==> src/rtl/bcd_time_counter.sv <==
// Time-of-day core: divides CP into a 1 s tick and keeps hh:mm:ss as packed BCD.
// Supports 24 h or 12 h+PM display and a manual time-set mode for the user keys.
module bcd_time_counter #(
   parameter int unsigned TICK_DIV = 1000,
   parameter int unsigned MODE_12H = 0
) (
   input  logic       CP,
   input  logic       RST,
   input  logic       SET_EN,
   input  logic [1:0] SET_SEL,
   input  logic       SET_INC,
   output logic [7:0] TIME_H,
   output logic [7:0] TIME_M,
   output logic [7:0] TIME_S,
   output logic       PM,
   output logic       SEC_PULSE,
   output logic       DAY_PULSE
);

   localparam int unsigned PW        = (TICK_DIV > 2) ? $clog2(TICK_DIV) : 1;
   localparam logic [PW-1:0] PRESC_MAX = PW'(TICK_DIV - 1);
   localparam logic [7:0]  HOUR_RST  = (MODE_12H != 0) ? 8'h12 : 8'h00;

   logic [PW-1:0] presc_q, presc_d;
   logic [7:0]    hour_q, hour_d;
   logic [7:0]    min_q, min_d;
   logic [7:0]    sec_q, sec_d;
   logic          pm_q, pm_d;
   logic          sec_pulse_q, sec_pulse_d;
   logic          day_pulse_q, day_pulse_d;

   logic [7:0]    hour_nx;
   logic          hour_pm_flip;
   logic          hour_day_wrap;

   function automatic logic [7:0] bcd_inc(input logic [7:0] v);
      if (v[3:0] == 4'd9) begin
         return {v[7:4] + 4'd1, 4'd0};
      end
      return {v[7:4], v[3:0] + 4'd1};
   endfunction

   function automatic logic [7:0] bcd_inc59(input logic [7:0] v);
      return (v == 8'h59) ? 8'h00 : bcd_inc(v);
   endfunction

   // Next hour value, shared by the ripple carry and the set-mode hour key.
   always_comb begin
      hour_nx       = bcd_inc(hour_q);
      hour_pm_flip  = 1'b0;
      hour_day_wrap = 1'b0;
      if (MODE_12H != 0) begin
         if (hour_q == 8'h12) begin
            hour_nx = 8'h01;
         end else if (hour_q == 8'h11) begin
            hour_pm_flip  = 1'b1;
            hour_day_wrap = pm_q;
         end
      end else if (hour_q == 8'h23) begin
         hour_nx       = 8'h00;
         hour_day_wrap = 1'b1;
      end
   end

   always_comb begin
      presc_d     = presc_q;
      hour_d      = hour_q;
      min_d       = min_q;
      sec_d       = sec_q;
      pm_d        = pm_q;
      sec_pulse_d = 1'b0;
      day_pulse_d = 1'b0;

      if (SET_EN) begin
         presc_d = '0;
         if (SET_INC) begin
            unique case (SET_SEL)
               2'b01: begin
                  hour_d = hour_nx;
                  pm_d   = pm_q ^ hour_pm_flip;
               end
               2'b10:   min_d = bcd_inc59(min_q);
               2'b11:   sec_d = 8'h00;
               default: ;
            endcase
         end
      end else if (presc_q == PRESC_MAX) begin
         presc_d     = '0;
         sec_pulse_d = 1'b1;
         sec_d       = bcd_inc59(sec_q);
         if (sec_q == 8'h59) begin
            min_d = bcd_inc59(min_q);
            if (min_q == 8'h59) begin
               hour_d      = hour_nx;
               pm_d        = pm_q ^ hour_pm_flip;
               day_pulse_d = hour_day_wrap;
            end
         end
      end else begin
         presc_d = presc_q + PW'(1);
      end
   end

   always_ff @(posedge CP) begin
      if (RST) begin
         presc_q     <= '0;
         hour_q      <= HOUR_RST;
         min_q       <= 8'h00;
         sec_q       <= 8'h00;
         pm_q        <= 1'b0;
         sec_pulse_q <= 1'b0;
         day_pulse_q <= 1'b0;
      end else begin
         presc_q     <= presc_d;
         hour_q      <= hour_d;
         min_q       <= min_d;
         sec_q       <= sec_d;
         pm_q        <= pm_d;
         sec_pulse_q <= sec_pulse_d;
         day_pulse_q <= day_pulse_d;
      end
   end

   assign TIME_H    = hour_q;
   assign TIME_M    = min_q;
   assign TIME_S    = sec_q;
   assign PM        = (MODE_12H != 0) && pm_q;
   assign SEC_PULSE = sec_pulse_q;
   assign DAY_PULSE = day_pulse_q;

endmodule

==> config.mk <==
export PLATFORM = sky130hd
export DESIGN_NAME = bcd_time_counter
export DESIGN_NICKNAME = d
export VERILOG_FILES = /design/src/rtl/bcd_time_counter.sv
export SDC_FILE = /design/constraint.sdc
export NUM_CORES = 1
export LEC_CHECK = 0
export ABC_CLOCK_PERIOD_IN_PS = 5900
export CAP_MARGIN = 20
export CELL_PAD_IN_SITES_DETAIL_PLACEMENT = 1
export CELL_PAD_IN_SITES_GLOBAL_PLACEMENT = 2
export CORE_AREA = 2 2 76 78
export CTS_BUF_LIST = sky130_fd_sc_hd__clkbuf_4
export DETAILED_ROUTE_END_ITERATION = 6
export DIE_AREA = 0 0 78 80
export HOLD_SLACK_MARGIN = 0.06
export PLACE_DENSITY = 0.89
export SYNTH_ARGS = -nofsm -noshare
export SYNTH_HDL_FRONTEND = slang
export SYNTH_SLANG_ARGS = --single-unit
==> constraint.sdc <==
create_clock -name CP -period 5.9 [get_ports CP]
set_input_delay 0.59 -clock CP [delete_from_list [all_inputs] [get_ports CP]]
set_output_delay 0.59 -clock CP [all_outputs]
set_load 0.005 [all_outputs]
### After elaboration in Yosys (flattened, before gate mapping)

Index checks and enable logic that the tools add are counted.

| cells by class | value |
|---|---|
| eq/ne operators | 15 |
| $add $sub $neg | 7 |
| reduce and logical (&&, ||, !) cells | 13 |
| muxes and demuxes | 39 |
| bitwise operators | 3 |

Operator list:

| kind | number |
|---|---|
| 8-bit two-way mux | 26 |
| 4-bit by 1-bit adder with 4-bit output (second input constant) | 6 |
| 8-bit by 7-bit equality test with 1-bit output (second input constant) | 2 |
| 1-bit two-way mux | 13 |
| 4-bit equality test (second input constant) | 3 |
| 10-bit by 1-bit adder with 10-bit output (second input constant) | 1 |
| 10-bit equality test (second input constant) | 1 |
| 8-bit by 6-bit equality test with 1-bit output (second input constant) | 1 |
| 2-bit by 1-bit inequality test with 1-bit output (second input constant) | 4 |
| 4-bit AND reduction | 2 |
| 6-bit AND reduction | 1 |
| 2-bit nonzero test | 3 |
| 3-bit nonzero test | 2 |
| 5-bit AND reduction | 1 |
| 5-bit OR reduction | 1 |
| 2-bit equality test (second input constant) | 2 |
| 3-bit by 1-bit inequality test with 1-bit output (second input constant) | 1 |
| 1-bit inverter | 3 |
| 3-bit AND reduction | 1 |
| 3-bit OR reduction | 1 |
| 2-bit by 1-bit equality test with 1-bit output (second input constant) | 1 |
| 2-bit OR reduction | 1 |

| word-level totals | value |
|---|---|
| input bits | 6 |
| flip-flop bits (word level) | 36 |
| word-level logic and storage cells | 85 |
| output and inout bits | 27 |

### Longest topological paths before layout

Gate-level depths: netlist of the first run.

| depth | value |
|---|---|
| word-level depth | 10 |
| gate-level depth with buffers | 7 |
| gate-level depth less buffers | 7 |

### Least setup slack after synthesis of the first run

No wires, ideal clock.

| timing path | value |
|---|---|
| kind | input-to-reg |
| start | input SET_EN |
| end | register hour_q[6] (netlist: TIME_H[6]) |
| data arrival time | 1994 ps |
| buffers on the path | 2 |
| cell stages on the path | 6 |
| library setup time | 131 ps |
| data required time | 5769 ps |
| setup slack | 3775 ps |
| cell sequence | clkbuf_1 or4_1 buf_2 o22a_4 o311ai_0 o21ai_1 |

| on the way | value |
|---|---|
| cells in the longest elaborated chain, start to end | 2 |
| elaborated cells on any way between the ends | 7 |
| those cells by class | eq/ne (2); mux (1); reduce/logical (4) |

Ends and longest elaborated chain:

| item | RTL line | source |
|---|---|---|
| start: declaration | 9 | `input logic SET_EN,` |
| 2-bit by 1-bit inequality test with 1-bit output (no source line) / 2-bit nonzero test (equally long branches) | - |  |
| 5-bit AND reduction (no source line) | - |  |
| end signal: assignment | 115 | `hour_q <= hour_d;` |
| end: declaration | 25 | `logic [7:0] hour_q, hour_d;` |

Several ways; a longest one is shown, not always the timed one.
A chain may end at the register's enable or synchronous reset.

### Worst setup path after layout of the first run

| timing path | value |
|---|---|
| start | input SET_EN |
| end | register min_q[6] (netlist: TIME_M[6]) |

| on the way | value |
|---|---|
| cells in the longest elaborated chain, start to end | 2 |
| elaborated cells on any way between the ends | 8 |
| those cells by class | eq/ne (3); mux (1); reduce/logical (4) |

Ends and longest elaborated chain:

| item | RTL line | source |
|---|---|---|
| 3-bit by 1-bit inequality test with 1-bit output (no source line) (tied with other cells) | - |  |
| 6-bit AND reduction (no source line) | - |  |
| end signal: assignment | 116 | `min_q <= min_d;` |
| end: declaration | 26 | `logic [7:0] min_q, min_d;` |

Several ways; a longest one is shown, not always the timed one.

==> flow_summary_export.csv, run 1 <==
group,metric,value,unit
status,result_of_the_run,"finished clean",
critical_path,crit_start,"SET_EN",
finish,insertedDiodeCount,0,
clock_tree,clk_pin_slew,0.11,ns
global_routing,first_global_vias,1653,
floorplan,floorplan.initialDensity,0.338,
detailed_routing,vias_per_cell,5.24,
synth,synthesis.nets,231,
critical_path,worst_r2r_startpoint,"presc_q[0]",
global_routing,pin_count_of_the_biggest_net_entering_global_routing,25,
detailed_routing,detail_route.drc_violations,0,
timing,setup_repair_after_global_routing_missed_its_margin,"no",
clock_tree,clock_sink_count,36,
synth,yosys-mux-area-fraction,0,
clock_tree,clk_root_buffer_cell,"clkbuf_4",
timing,period_minus_slack,2.58,ns
critical_path,cp.arrival,2.85,ns
placed_design,dp_worst_setup_slack,2.98,ns
finish,fillCellCount,647,
detailed_routing,first_pass_iters,4,
timing,finalMaxSlewViolations,0,
synth,synth.top_cells.by_area,"dfxtp_1, ha_1, a21oi_1, or3_1, nand2_1",
clock_tree,cts_resized,0,
synth,yosys.cell_count.top_type,"dfxtp_1",
worst_hold_path,timing.hold.worst.start,"presc_q[0]",
timing,setup-tns-final,0,ns
synth,ys_async_sr_fraction,0,
timing,fmaxAchievable,388,MHz
synth,synth_common_cells,"dfxtp_1, a21oi_1, nand2_1",
job,timing.max_cap.violations,0,
floorplan,floorplan.rows,27,
floorplan,floorplan.die_area,6240,um^2
detailed_routing,detailroute.via_count,1662,
synth,syn-instance-count,212,
synth,ys.warnings.count,0,
timing,finalClockSkew,0.00909,ns
clock_tree,hold_buffers,0,
placed_design,instance_area_after_placement,2200,um^2
global_routing,globalRoute.totalOverflow,0,
power_and_ir_drop,power_density,176,nW/um^2
finish,area_growth,23.5,%
synth,postSynthRegisterBits,36,
timing,finalHoldViolCount,0,
synth,synth_compound_gate_area_share,0.155,
synth,yosys.area_share.adder,0.0890,
timing,worst_slack,3.32,ns
floorplan,i_o_pin_count,33,
timing,timing.max_slew.rel_slack,0.297,
floorplan,die_x,78,um
critical_path,timing_worst_setup_path_type,"input pin to flop",
detailed_routing,postRouteAntennaNets,0,
synth,syn_area_per_cell,8.62,um^2
critical_path,end_kind,"flop",
floorplan,die-height,80,um
global_routing,gr-usage-all-layers,0.158,
synth,post_synth_instance_area,1830,um^2
power_and_ir_drop,power.static_leakage,0.772,nW
timing,fin_crit_sh,0.437,
synth,synth_edf_count,0,
clock_tree,insertion_delay,0.34,ns
critical_path,critical_path_rt,6.17,ns
timing,final_setup_fails,0,
critical_path,worstSetupStartpointType,"input pin",
clock_tree,clock_tree.buffer_depth,2,
detailed_routing,dr.first_iter.drc_count,67,
synth,synth-simple-area-share,0.293,
synth,largest_family_of_logic_cells_by_synthesized_area,"simple AND/OR/NAND/NOR gates",
synth,synth-main-ff-cell,"dfxtp_1",
finish,final_design_area_no_fill,2260,um^2
detailed_routing,finalWirelength,4400,um
worst_hold_path,worst_hold_path_type,"flop to flop",
power_and_ir_drop,vdd_ir_drop_max,0.0851,mV
timing,worstMarginPinSlew,1.05,ns
finish,post-route-util,0.418,
placed_design,gp_congestion,0.784,
critical_path,crit_fanout,16,
synth,cell_taking_the_most_area_after_synthesis,"dfxtp_1",
clock_tree,clock_tree.htree_level_count,2,
global_routing,global_route_wire_length_before_repair,7930,um
synth,yosysSeqAreaShare,0.394,
clock_tree,cts_post_setup_buffers_inserted,0,
synth,yosys.area_share.xor_xnor,0.0335,
detailed_routing,routed_wire_length_per_instance,13.9,um
synth,yosys.area.top_type_share,0.394,
synth,synth_cell_type_count,41,
finish,layout.nets,263,
clock_tree,cts-buffers-inserted,5,
finish,drive_above_1_share,0.0408,
global_routing,grt_antenna_before_repair,0,
placed_design,dpl.hpwl,3260,um
floorplan,core-area,5410,um^2
placed_design,placement.io_buffers,31,
clock_tree,tritoncts,"built",
==> critical path, cell delays in order <==
cell             delay (ns)
clkdlybuf4s50_1        0.58
nor4_2                 0.49
a31oi_1                0.43
or4b_1                 0.61
a21oi_1                0.14
==> kinds of logic (layout without fill, tap and decap cells) <==
group	Yosys count	count (layout)
AND/OR/NAND/NOR	96	96
AO/OA/AOI/OAI	44	44
flip-flops	36	36
buffers and inverters	15	48
adder cells (fa/ha/maj)	13	13
XOR/XNOR	7	7
other	1	1
==> final timing paths <==
path                      to  cells after the start  slack [ns]
setup / recovery   TIME_M[6]                      5        3.32
hold / removal    presc_q[0]                      1        0.47
setup reg to reg   TIME_M[6]                      6        3.52
hold reg to reg   presc_q[0]                      1        0.47
==> registers in the layout, indices dropped and copies added, names as in the netlist <==
| signal | cells |
|---|---|
| presc_q | 10 |
| TIME_M | 8 |
| SEC_PULSE | 1 |
| TIME_S | 8 |
| TIME_H | 8 |
| DAY_PULSE | 1 |
==> final cells by class <==
type | instances | area [um^2] | share of cell area
well taps | 72 | 90.1 | 0.0399
inverters | 9 | 33.8 | 0.0150
multi-input cells | 161 | 1050 | 0.463
clock buffers | 7 | 52.6 | 0.0233
repair buffers | 31 | 310 | 0.137
flip-flops and latches | 36 | 721 | 0.319
clock inverters | 1 | 3.75 | 0.00166
==> power breakdown <==
| group | switching [mW] | leakage (nW) | internal (mW) |
|---|---|---|---|
| Combinational | 0.0107 | 0.448 | 0.00694 |
| Clock | 0.0796 | 0.0338 | 0.0550 |
| Sequential | 0.00169 | 0.290 | 0.244 |
==> metal layers <==
| metal | up-vias | GRT usage | wire length [um] |
|---|---|---|---|
| li1 | 836 | - | - |
| met1 | 795 | 0.209 | 2170 |
| met2 | 25 | 0.255 | 2050 |
| met3 | 6 | 0.0351 | 123 |
| met4 | 0 | 0.0526 | 59 |
| met5 | - | 0 | 0 |
==> placed cells by master (no fill, tap or decap), drive strengths merged, types with 2 or more instances in the layout <==
master         instances
ha                    13
clkdlybuf4s50         31
dfxtp                 36
xor2                   3
nor2b                  2
o21ai                 10
or4                    6
a21oi                 18
a41oi                  2
o2bb2ai                2
nor4                   4
nand3b                 4
a31oi                  3
inv                    9
or3                   12
nand4                  3
nand2                 18
nor2                  16
nand3                 12
clkbuf                 7
xnor2                  4
and3                   3
a311oi                 3
nand2b                 5
and3b                  4
nor3                   3
==> metrics by stage <==
| step | hold slack (ns) | power [mW] | instances |
|---|---|---|---|
| 2_1_floorplan | 0.426 | 0.261 | 212 |
| 3_3_place_gp | 0.447 | 0.269 | 309 |
| 3_5_place_dp | 0.459 | 0.270 | 309 |
| 4_1_cts | 0.484 | 0.405 | 317 |
| 5_1_grt | 0.513 | 0.421 | 317 |
| 6_report | 0.473 | 0.398 | 317 |
Power figures use the tool's default switching activity.
==> run 2, diff against run 1 <==
ABC_CLOCK_PERIOD_IN_PS = 2400   (was 5900)
CORE_AREA = 2 2 79 81   (was 2 2 76 78)
DIE_AREA = 0 0 81 83   (was 0 0 78 80)
PLACE_DENSITY = 0.83   (was 0.89)
clock period = 2.4 ns   (was 5.9 ns; I/O delays follow)
==> run 2 against run 1 <==
Against the previous run:
- highest routed layer unchanged
- combinational power grew to 2.6 times the previous value
- power grew 140%
- core utilization shrank 2.6 points
- critical path depth grew 2
- critical endpoint is now TIME_M[4]
- sequential share of layout area shrank 0.32 points
- critical path type is now flop to flop
==> flow_summary_export.csv, run 2 (synthesis gave the netlist of run 1 again) <==
group,metric,value,unit
status,result_of_the_run,"finished clean",
timing,timing.max_slew.rel_slack,0.632,
critical_path,worst_r2r_startpoint,"presc_q[0]",
timing,period_minus_slack,2.16,ns
timing,setup-tns-final,0,ns
power_and_ir_drop,vdd_ir_drop_max,0.203,mV
timing,finalHoldViolCount,0,
critical_path,crit_fanout,10,
critical_path,end_kind,"flop",
finish,final_design_area_no_fill,2280,um^2
worst_hold_path,worst_hold_path_type,"flop to flop",
clock_tree,clk_root_buffer_cell,"clkbuf_4",
critical_path,worstSetupStartpointType,"flop",
timing,setup_repair_after_global_routing_missed_its_margin,"no",
critical_path,worst_path_max_delay_cell,"dfxtp_1",
floorplan,die_x,81,um
finish,largest_reg_flops,10,
timing,finalMaxSlewViolations,0,
finish,drive_above_1_share,0.0526,
detailed_routing,routed_wire_length_per_instance,13.6,um
timing,worstMarginPinSlew,0.550,ns
placed_design,placedCellCount,317,
power_and_ir_drop,totalPowerFinal,944,uW
timing,final_setup_fails,0,
critical_path,worstPathCellList,"ha_1 -> nand2b_1 -> nor4_2 -> a31oi_1 -> buf_4 -> or4_1 -> a21oi_1",
detailed_routing,finalWirelength,4370,um
floorplan,floorplan.rows,28,
finish,area_growth,24.7,%
global_routing,first_global_vias,1621,
finish,layout.nets,268,
finish,insertedDiodeCount,0,
timing,timing.hold.ws,0.481,ns
detailed_routing,vias_per_cell,5.24,
floorplan,core-area,5820,um^2
critical_path,setup.reg_to_reg.worst_slack,0.24,ns
clock_tree,clock_sink_count,36,
clock_tree,clk_pin_slew,0.10,ns
clock_tree,hold_buffers,0,
finish,post-route-util,0.392,
floorplan,die-height,83,um
critical_path,cpPeakStageDelay,0.39,ns
global_routing,globalRoute.totalOverflow,0,
global_routing,pin_count_of_the_biggest_net_entering_global_routing,15,
detailed_routing,dr.first_iter.drc_count,21,
finish,regArea,721,um^2
clock_tree,clock_tree.buffer_depth,2,
detailed_routing,detail_route.drc_violations,0,
job,timing.max_cap.violations,0,
clock_tree,cts-buffers-inserted,5,
timing,worst_slack,0.242,ns
finish,top_register,"presc_q",
critical_path,regToRegEndpoint,"TIME_M[4]",
finish,fillCellCount,713,
floorplan,floorplan.die_area,6720,um^2
critical_path,endpoint,"TIME_M[4]",
placed_design,instance_area_after_placement,2240,um^2
placed_design,dp_worst_setup_slack,0.181,ns
power_and_ir_drop,power_density,414,nW/um^2
finish,layout.cells.most_common_list,"dfxtp_1, clkdlybuf4s50_1, nand2_1, a21oi_1, nor2_1",
finish,layout.cells.most_common,"dfxtp_1",
timing,fmaxAchievable,463,MHz
clock_tree,clock_tree.htree_level_count,2,
placed_design,dpl.hpwl,3270,um
floorplan,floorplan.initialDensity,0.314,
timing,finalClockSkew,0.0110,ns
timing,fin_crit_sh,0.899,
clock_tree,tritoncts,"built",
clock_tree,insertion_delay,0.34,ns
global_routing,grt_antenna_before_repair,0,
placed_design,gp_congestion,0.727,
power_and_ir_drop,power.static_leakage,0.785,nW
clock_tree,cts_resized,0,
detailed_routing,detailroute.via_count,1688,
global_routing,gr-usage-all-layers,0.138,
critical_path,critical_path_rt,2.67,ns
critical_path,cp.arrival,2.43,ns
floorplan,i_o_pin_count,33,
clock_tree,cts_post_setup_buffers_inserted,0,
finish,layout.cells.non_filler,322,
critical_path,timing.critical_path.depth,7,
finish,area_of_the_multi_input_gates,1050,um^2
critical_path,worstPathBufferInverterCount,1,
detailed_routing,first_pass_iters,4,
global_routing,global_route_wire_length_before_repair,7530,um
critical_path,crit_start,"presc_q[0]",
detailed_routing,postRouteAntennaNets,0,
placed_design,placement.io_buffers,31,
critical_path,r2r_cells,7,
critical_path,worst_path_dominant_cell_family,"simple AND/OR/NAND/NOR gates",
critical_path,timing_worst_setup_path_type,"flop to flop",
-- run 2: cell count changes in the layout (fill, tap and decap cells not counted) --
cell / previous run / this run
clkbuf_4: 7 / 5
clkinv_1: 1 / 0
buf_4: 0 / 5
-- run 2: worst reg2reg max path, delay by kind of cell (launching register included) --
| kind | cells | cell delay [ns] |
|---|---|---|
| flops | 1 | 0.39 |
| simple gates | 3 | 0.84 |
| buf+inv | 1 | 0.24 |
| fa+ha+maj | 1 | 0.23 |
| compound gates | 2 | 0.41 |
-- run 2: power by group --
group	leakage, nW	switching [mW]	internal, mW
Sequential	0.290	0.00448	0.600
Clock	0.0230	0.194	0.0981
Combinational	0.472	0.0269	0.0196
-- run 2: layer usage --
layer  vias up  global-route usage  routed length, um
met5         -                   0                  0
met1       813               0.193               2230
li1        840                   -                  -
met3         8              0.0326                173
met2        27               0.210               1910
met4         0              0.0416                 55
-- run 2: how the worst min path moves through the flow --
stage	from	to	slack, ns	cells past startpoint
floorplan	presc_q[0]	presc_q[0]	0.43	1
global placement	presc_q[0]	presc_q[0]	0.45	1
detailed placement	presc_q[0]	presc_q[0]	0.46	1
CTS	presc_q[0]	presc_q[0]	0.49	1
global route	presc_q[0]	presc_q[0]	0.52	1
finish	presc_q[0]	presc_q[0]	0.48	1
-- run 2: final cells by class --
type	instances	area share
clock buffers	5	0.0165
well taps	75	0.0412
flip-flops and latches	36	0.316
multi-input cells	161	0.459
repair buffers	36	0.153
inverters	9	0.0148
==> RTL change 1, RTL diff (settings of run 1) <==
The parameter `MODE_12H` goes from 0 to 1.
--- a/src/rtl/bcd_time_counter.sv
+++ b/src/rtl/bcd_time_counter.sv
@@ -2,7 +2,7 @@
 // Supports 24 h or 12 h+PM display and a manual time-set mode for the user keys.
 module bcd_time_counter #(
    parameter int unsigned TICK_DIV = 1000,
-   parameter int unsigned MODE_12H = 0
+   parameter int unsigned MODE_12H = 1
 ) (
    input  logic       CP,
    input  logic       RST,
Behaviour: not the same (a bounded check fails within 4 cycles, from zero or initial values and one cycle with RST high).
==> RTL change 1 against run 1 <==
  * Sequential power grew 4%
  * Wire length grew 8.0%
  * Total power grew 4.8%
  * Cell area grew 3.4%
  * Sequential share of layout area shrank 0.19 points
  * Count of clock-buffer cells in the layout shrank 1
  * Setup slack gained 0.091 ns
  * Area after synthesis grew 4.9%
  * Sequential cell count grew 1
  * Critical path type unchanged
  * Critical endpoint is now TIME_M[3]
==> RTL change 1: results (changes against run 1) <==
fin_skew_ns: 0.00893  # was 0.00909 ns
grt_pass1_wl_microns: 8220  # was 7930 microns
place_inst: 319  # was 309
grt_pass1_vias: 1777  # was 1653
io_buffers: 32  # was 31
grt_max_degree: 29  # was 25
ys_types: 38  # was 41
path_clk_slew_ns: 0.12
ys.warnings.count: 0  # unchanged
status: "completed"  # unchanged
gp_congestion: 0.746  # was 0.784
drtPass1Iterations: 4  # unchanged
vias_per_cell: 5.37  # was 5.24
ir_worst_vdd_mv: 0.0801  # was 0.0851 mV
worstMarginPinSlew_ns: 0.774  # was 1.05 ns
hold-worst-slack_ns: 0.480  # was 0.473 ns
seq_area_frac_synth: 0.386  # was 0.394
cts_inserted_buffers: 5  # unchanged
cts_root_buf: "clkbuf_4"  # unchanged
path_max_fanout: 12  # was 16
ctsResizeCount: 0  # unchanged
max_stage_delay_ns: 0.54  # was 0.61 ns
syn_inst: 221  # was 212
drive_above_1_share: 0.0706  # was 0.0408
largest_reg_flops: 10  # unchanged
min_from: "presc_q[0]"  # unchanged
first_iter_violations: 43  # was 67
wl_per_cell_microns: 14.5  # was 13.9 microns
post-dp-hpwl_microns: 3490  # was 3260 microns
synthTopCellsByCount: "dfxtp_1 (37), o21ai_0 (18), nand3_1 (17)"  # was dfxtp_1 (36), a21oi_1 (18), nand2_1 (18), nor2_1 (16), ha_1 (13)
timing.rr.start: "presc_q[0]"  # unchanged
postPlaceCellArea_sq_um: 2280  # was 2200 sq um
post-place-ws_ns: 3.03  # was 2.98 ns
final_nets: 271  # was 263
antenna_found_initial: 0  # unchanged
synthTopCellsByArea: "dfxtp_1 (39%), ha_1 (7.2%), o21ai_0 (4.7%), nand3_1 (4.4%), a21oi_1 (4.2%)"  # was dfxtp_1 (39%), ha_1 (8.9%), a21oi_1 (4.9%), or3_1 (4.1%), nand2_1 (3.7%)
cp-startpoint: "SET_EN"  # unchanged
clk_latency_ns: 0.34  # about the same
power_leakage_nw: 0.806  # was 0.772 nW
clk_path_buf_depth: 2  # unchanged
synthesis.nets: 238  # was 231
antenna_cells: 0  # unchanged
regMostFlops: "presc_q"  # unchanged
min_path_type: "reg2reg"  # unchanged
arrival_ns: 2.77  # was 2.85 ns
htreeDepth: 2  # unchanged
totalWireLength_microns: 4760  # was 4400 microns
ff2ff_setup_slack_ns: 3.57  # was 3.52 ns
min_period_ns: 2.49  # was 2.58 ns
slowest_stage: "or4_1"  # was or4b_1
grt_usage: 0.165  # was 0.158
async_flop_share: 0  # unchanged
postCtsSetupBuffers: 0  # unchanged
==> RTL change 1: final cells by class <==
cell class | count | area [sq um]
multi-input cells | 167 | 1080
clock inverters | 2 | 10.0
flip-flops and latches | 37 | 741
clock buffers | 6 | 45.0
inverters | 10 | 37.5
well taps | 72 | 90.1
fillers | 652 | 3070
repair buffers | 33 | 328
==> RTL change 1: logic make-up after synthesis <==
| group | after synthesis | share of synthesized area |
|---|---|---|
| flip-flops | 37 | 0.386 |
| XOR/XNOR | 11 | 0.0503 |
| buffers and inverters | 17 | 0.0490 |
| adder cells (fa/ha/maj) | 11 | 0.0718 |
| AND/OR/NAND/NOR | 94 | 0.278 |
| AO/OA/AOI/OAI | 51 | 0.165 |
==> RTL change 1: per-layer routing <==
metal,global-route usage,share of wire
met4,0.0579,0.013
met5,0,0
met2,0.274,0.47
met3,0.0328,0.023
met1,0.214,0.49
==> RTL change 1: path summary, 6_finish.rpt <==
check,to,cells past startpoint
max,TIME_M[3],6
min,presc_q[0],1
max reg2reg,TIME_M[3],6
min reg2reg,presc_q[0],1
==> RTL change 1: critical path: cells and delay by family <==
family / cells / cell delay (ns)
AOI/OAI and AO/OA: 2 / 0.51
buffers and inverters: 1 / 0.49
and+or+nand+nor: 3 / 1.16
==> RTL change 1: power breakdown <==
part	leakage (nW)	total (mW)	internal, mW	switching, mW
clock	0.0354	0.138	0.0501	0.0877
combinational	0.472	0.0244	0.0107	0.0138
sequential	0.299	0.255	0.252	0.00308
total	0.806	0.417	0.313	0.105
==> RTL change 2, RTL diff (flow settings as in run 1) <==
Made on the original files. Register the inputs `SET_EN`, `SET_SEL` and `SET_INC` before use, cleared by the reset. The logic sees them one clock later.
--- a/src/rtl/bcd_time_counter.sv
+++ b/src/rtl/bcd_time_counter.sv
@@ -20,6 +20,22 @@
    localparam int unsigned PW        = (TICK_DIV > 2) ? $clog2(TICK_DIV) : 1;
    localparam logic [PW-1:0] PRESC_MAX = PW'(TICK_DIV - 1);
    localparam logic [7:0]  HOUR_RST  = (MODE_12H != 0) ? 8'h12 : 8'h00;
+
+   logic SET_EN_q;
+   logic [1:0] SET_SEL_q;
+   logic SET_INC_q;
+
+   always_ff @(posedge CP) begin
+      if (RST) begin
+         SET_EN_q  <= '0;
+         SET_SEL_q <= '0;
+         SET_INC_q <= '0;
+      end else begin
+         SET_EN_q  <= SET_EN;
+         SET_SEL_q <= SET_SEL;
+         SET_INC_q <= SET_INC;
+      end
+   end
 
    logic [PW-1:0] presc_q, presc_d;
    logic [7:0]    hour_q, hour_d;
@@ -71,10 +87,10 @@
       sec_pulse_d = 1'b0;
       day_pulse_d = 1'b0;
 
-      if (SET_EN) begin
+      if (SET_EN_q) begin
          presc_d = '0;
-         if (SET_INC) begin
-            unique case (SET_SEL)
+         if (SET_INC_q) begin
+            unique case (SET_SEL_q)
                2'b01: begin
                   hour_d = hour_nx;
                   pm_d   = pm_q ^ hour_pm_flip;
Check against the original RTL: not equivalent (a bounded check fails within 4 cycles, from zero or initial values and one cycle with RST high).
==> RTL change 2 against run 1 <==
  * Clock power grew 36%
  * Wire length grew 3.3%
  * Cell area grew 6.1%
  * Maximum frequency grew 4.3%
  * Setup slack gained 0.11 ns
  * Area after synthesis grew 6.4%
  * Sequential cell count grew 4
  * Clock skew grew 0.0033 ns
  * Final cell count shrank 0.32%
  * Total power grew 19%
  * Highest routed layer unchanged
==> RTL change 2: results (changes against run 1) <==
final_nets: 262  # was 263
grt_usage: 0.164  # was 0.158
ir_worst_vdd_mv: 0.0862  # was 0.0851 mV
power_leakage_nw: 0.802  # was 0.772 nW
fin_skew_ns: 0.0124  # was 0.00909 ns
antenna_cells: 0  # unchanged
met1_length_microns: 2190  # was 2170 microns
io_buffers: 31  # unchanged
ctsResizeCount: 0  # unchanged
route.vias.total: 1673  # was 1662
drtPass1Iterations: 4  # unchanged
synth-xor-area-share: 0.0405  # was 0.0335
dr_wl_met3_microns: 128  # was 123 microns
gp_congestion: 0.730  # was 0.784
ys.warnings.count: 0  # unchanged
synthTopCellsByArea: "dfxtp_1 (41%), ha_1 (8.4%), a21oi_1 (3.9%), nand3_1 (3.3%), xor2_1 (3.2%)"  # was dfxtp_1 (39%), ha_1 (8.9%), a21oi_1 (4.9%), or3_1 (4.1%), nand2_1 (3.7%)
clk_latency_ns: 0.36  # was 0.34 ns
cts_inserted_buffers: 5  # unchanged
grt_pass1_vias: 1747  # was 1653
wl_per_cell_microns: 14.4  # was 13.9 microns
postCtsSetupBuffers: 0  # unchanged
grt_max_degree: 32  # was 25
synth-compound-area-share: 0.148  # was 0.155
post-place-ws_ns: 3.40  # was 2.98 ns
path_clk_slew_ns: 0.13  # was 0.11 ns
post-dp-hpwl_microns: 3310  # was 3260 microns
vias_per_cell: 5.29  # was 5.24
path_max_fanout: 6  # was 16
seq_area_frac_synth: 0.412  # was 0.394
largest_reg_flops: 10  # unchanged
drive_above_1_share: 0.0779  # was 0.0408
synthTopCellsByCount: "dfxtp_1 (40), a21oi_1 (15), nor2_1 (14), ha_1 (13), nand3_1 (13)"  # was dfxtp_1 (36), a21oi_1 (18), nand2_1 (18), nor2_1 (16), ha_1 (13)
syn_inst: 211  # was 212
ys_types: 48  # was 41
synthMuxAreaShare: 0.00579  # was 0
min_path_type: "reg2reg"  # unchanged
place_inst: 308  # was 309
wl_met2_microns: 2170  # was 2050 microns
postPlaceCellArea_sq_um: 2310  # was 2200 sq um
status: "completed"  # unchanged
regMostFlops: "presc_q"  # unchanged
synth_fa_ha_area_frac: 0.0837  # was 0.0890
grt_pass1_wl_microns: 8160  # was 7930 microns
synthesis.nets: 230  # was 231
worstMarginPinSlew_ns: 1.04  # was 1.05 ns
arrival_ns: 2.77  # was 2.85 ns
dr.max_layer_used: "met4"  # unchanged
antenna_found_initial: 0  # unchanged
async_flop_share: 0  # unchanged
htreeDepth: 2  # unchanged
first_iter_violations: 45  # was 67
cts_root_buf: "clkbuf_4"  # unchanged
clk_path_buf_depth: 2  # unchanged
[RTL change 2: changes by cell type in the layout (fill, tap and decap cells not counted), moves of 4 or more]
cell,delta
dfxtp_1,+4
nand2_1,-8
nor2b_1,+4
or3_1,-8
xor2_1,+4
[RTL change 2: path summary, 6_finish.rpt]
path                                  from         end  slack [ns]  cells after the start
worst min-delay path            presc_q[0]  presc_q[0]        0.49                      1
worst max-delay path            presc_q[0]   TIME_S[4]        3.43                      6
worst max register to register  presc_q[0]   TIME_S[4]        3.43                      6
worst min register to register  presc_q[0]  presc_q[0]        0.49                      1
[RTL change 2: layer usage]
metal  track usage  vias up
met2         0.282       26
li1              -      831
met4        0.0579        0
met5             0        -
met3        0.0373        6
met1         0.202      810
[RTL change 2: logic make-up after synthesis]
| kind of cell | after synthesis |
|---|---|
| AND/OR/NAND/NOR | 87 |
| AO/OA/AOI/OAI | 44 |
| flip-flops | 40 |
| buffers and inverters | 16 |
| adder cells (fa/ha/maj) | 13 |
| XOR/XNOR | 9 |
| other | 1 |
| multiplexers | 1 |
[RTL change 2: worst max-delay path, cell delays in order (launching register included)]
cell and delay, ns:
dfxtp_1 0.40, ha_1 0.28, nand3b_1 0.15, o41ai_1 0.92, nand3_1 0.22, or2_2 0.32
a21oi_1 0.13
[RTL change 2: final cells by class]
type | instances | area, sq um
inverters | 9 | 33.8
clock inverters | 3 | 42.5
well taps | 72 | 90.1
clock buffers | 5 | 37.5
flip-flops and latches | 40 | 801
repair buffers | 32 | 318
fillers | 646 | 3010
multi-input cells | 155 | 1070
[RTL change 2: power breakdown]
group | total [mW] | internal [mW] | switching, mW
Combinational | 0.0149 | 0.00720 | 0.00770
Sequential | 0.277 | 0.273 | 0.00355
Clock | 0.184 | 0.0883 | 0.0960
Total | 0.476 | 0.369 | 0.107
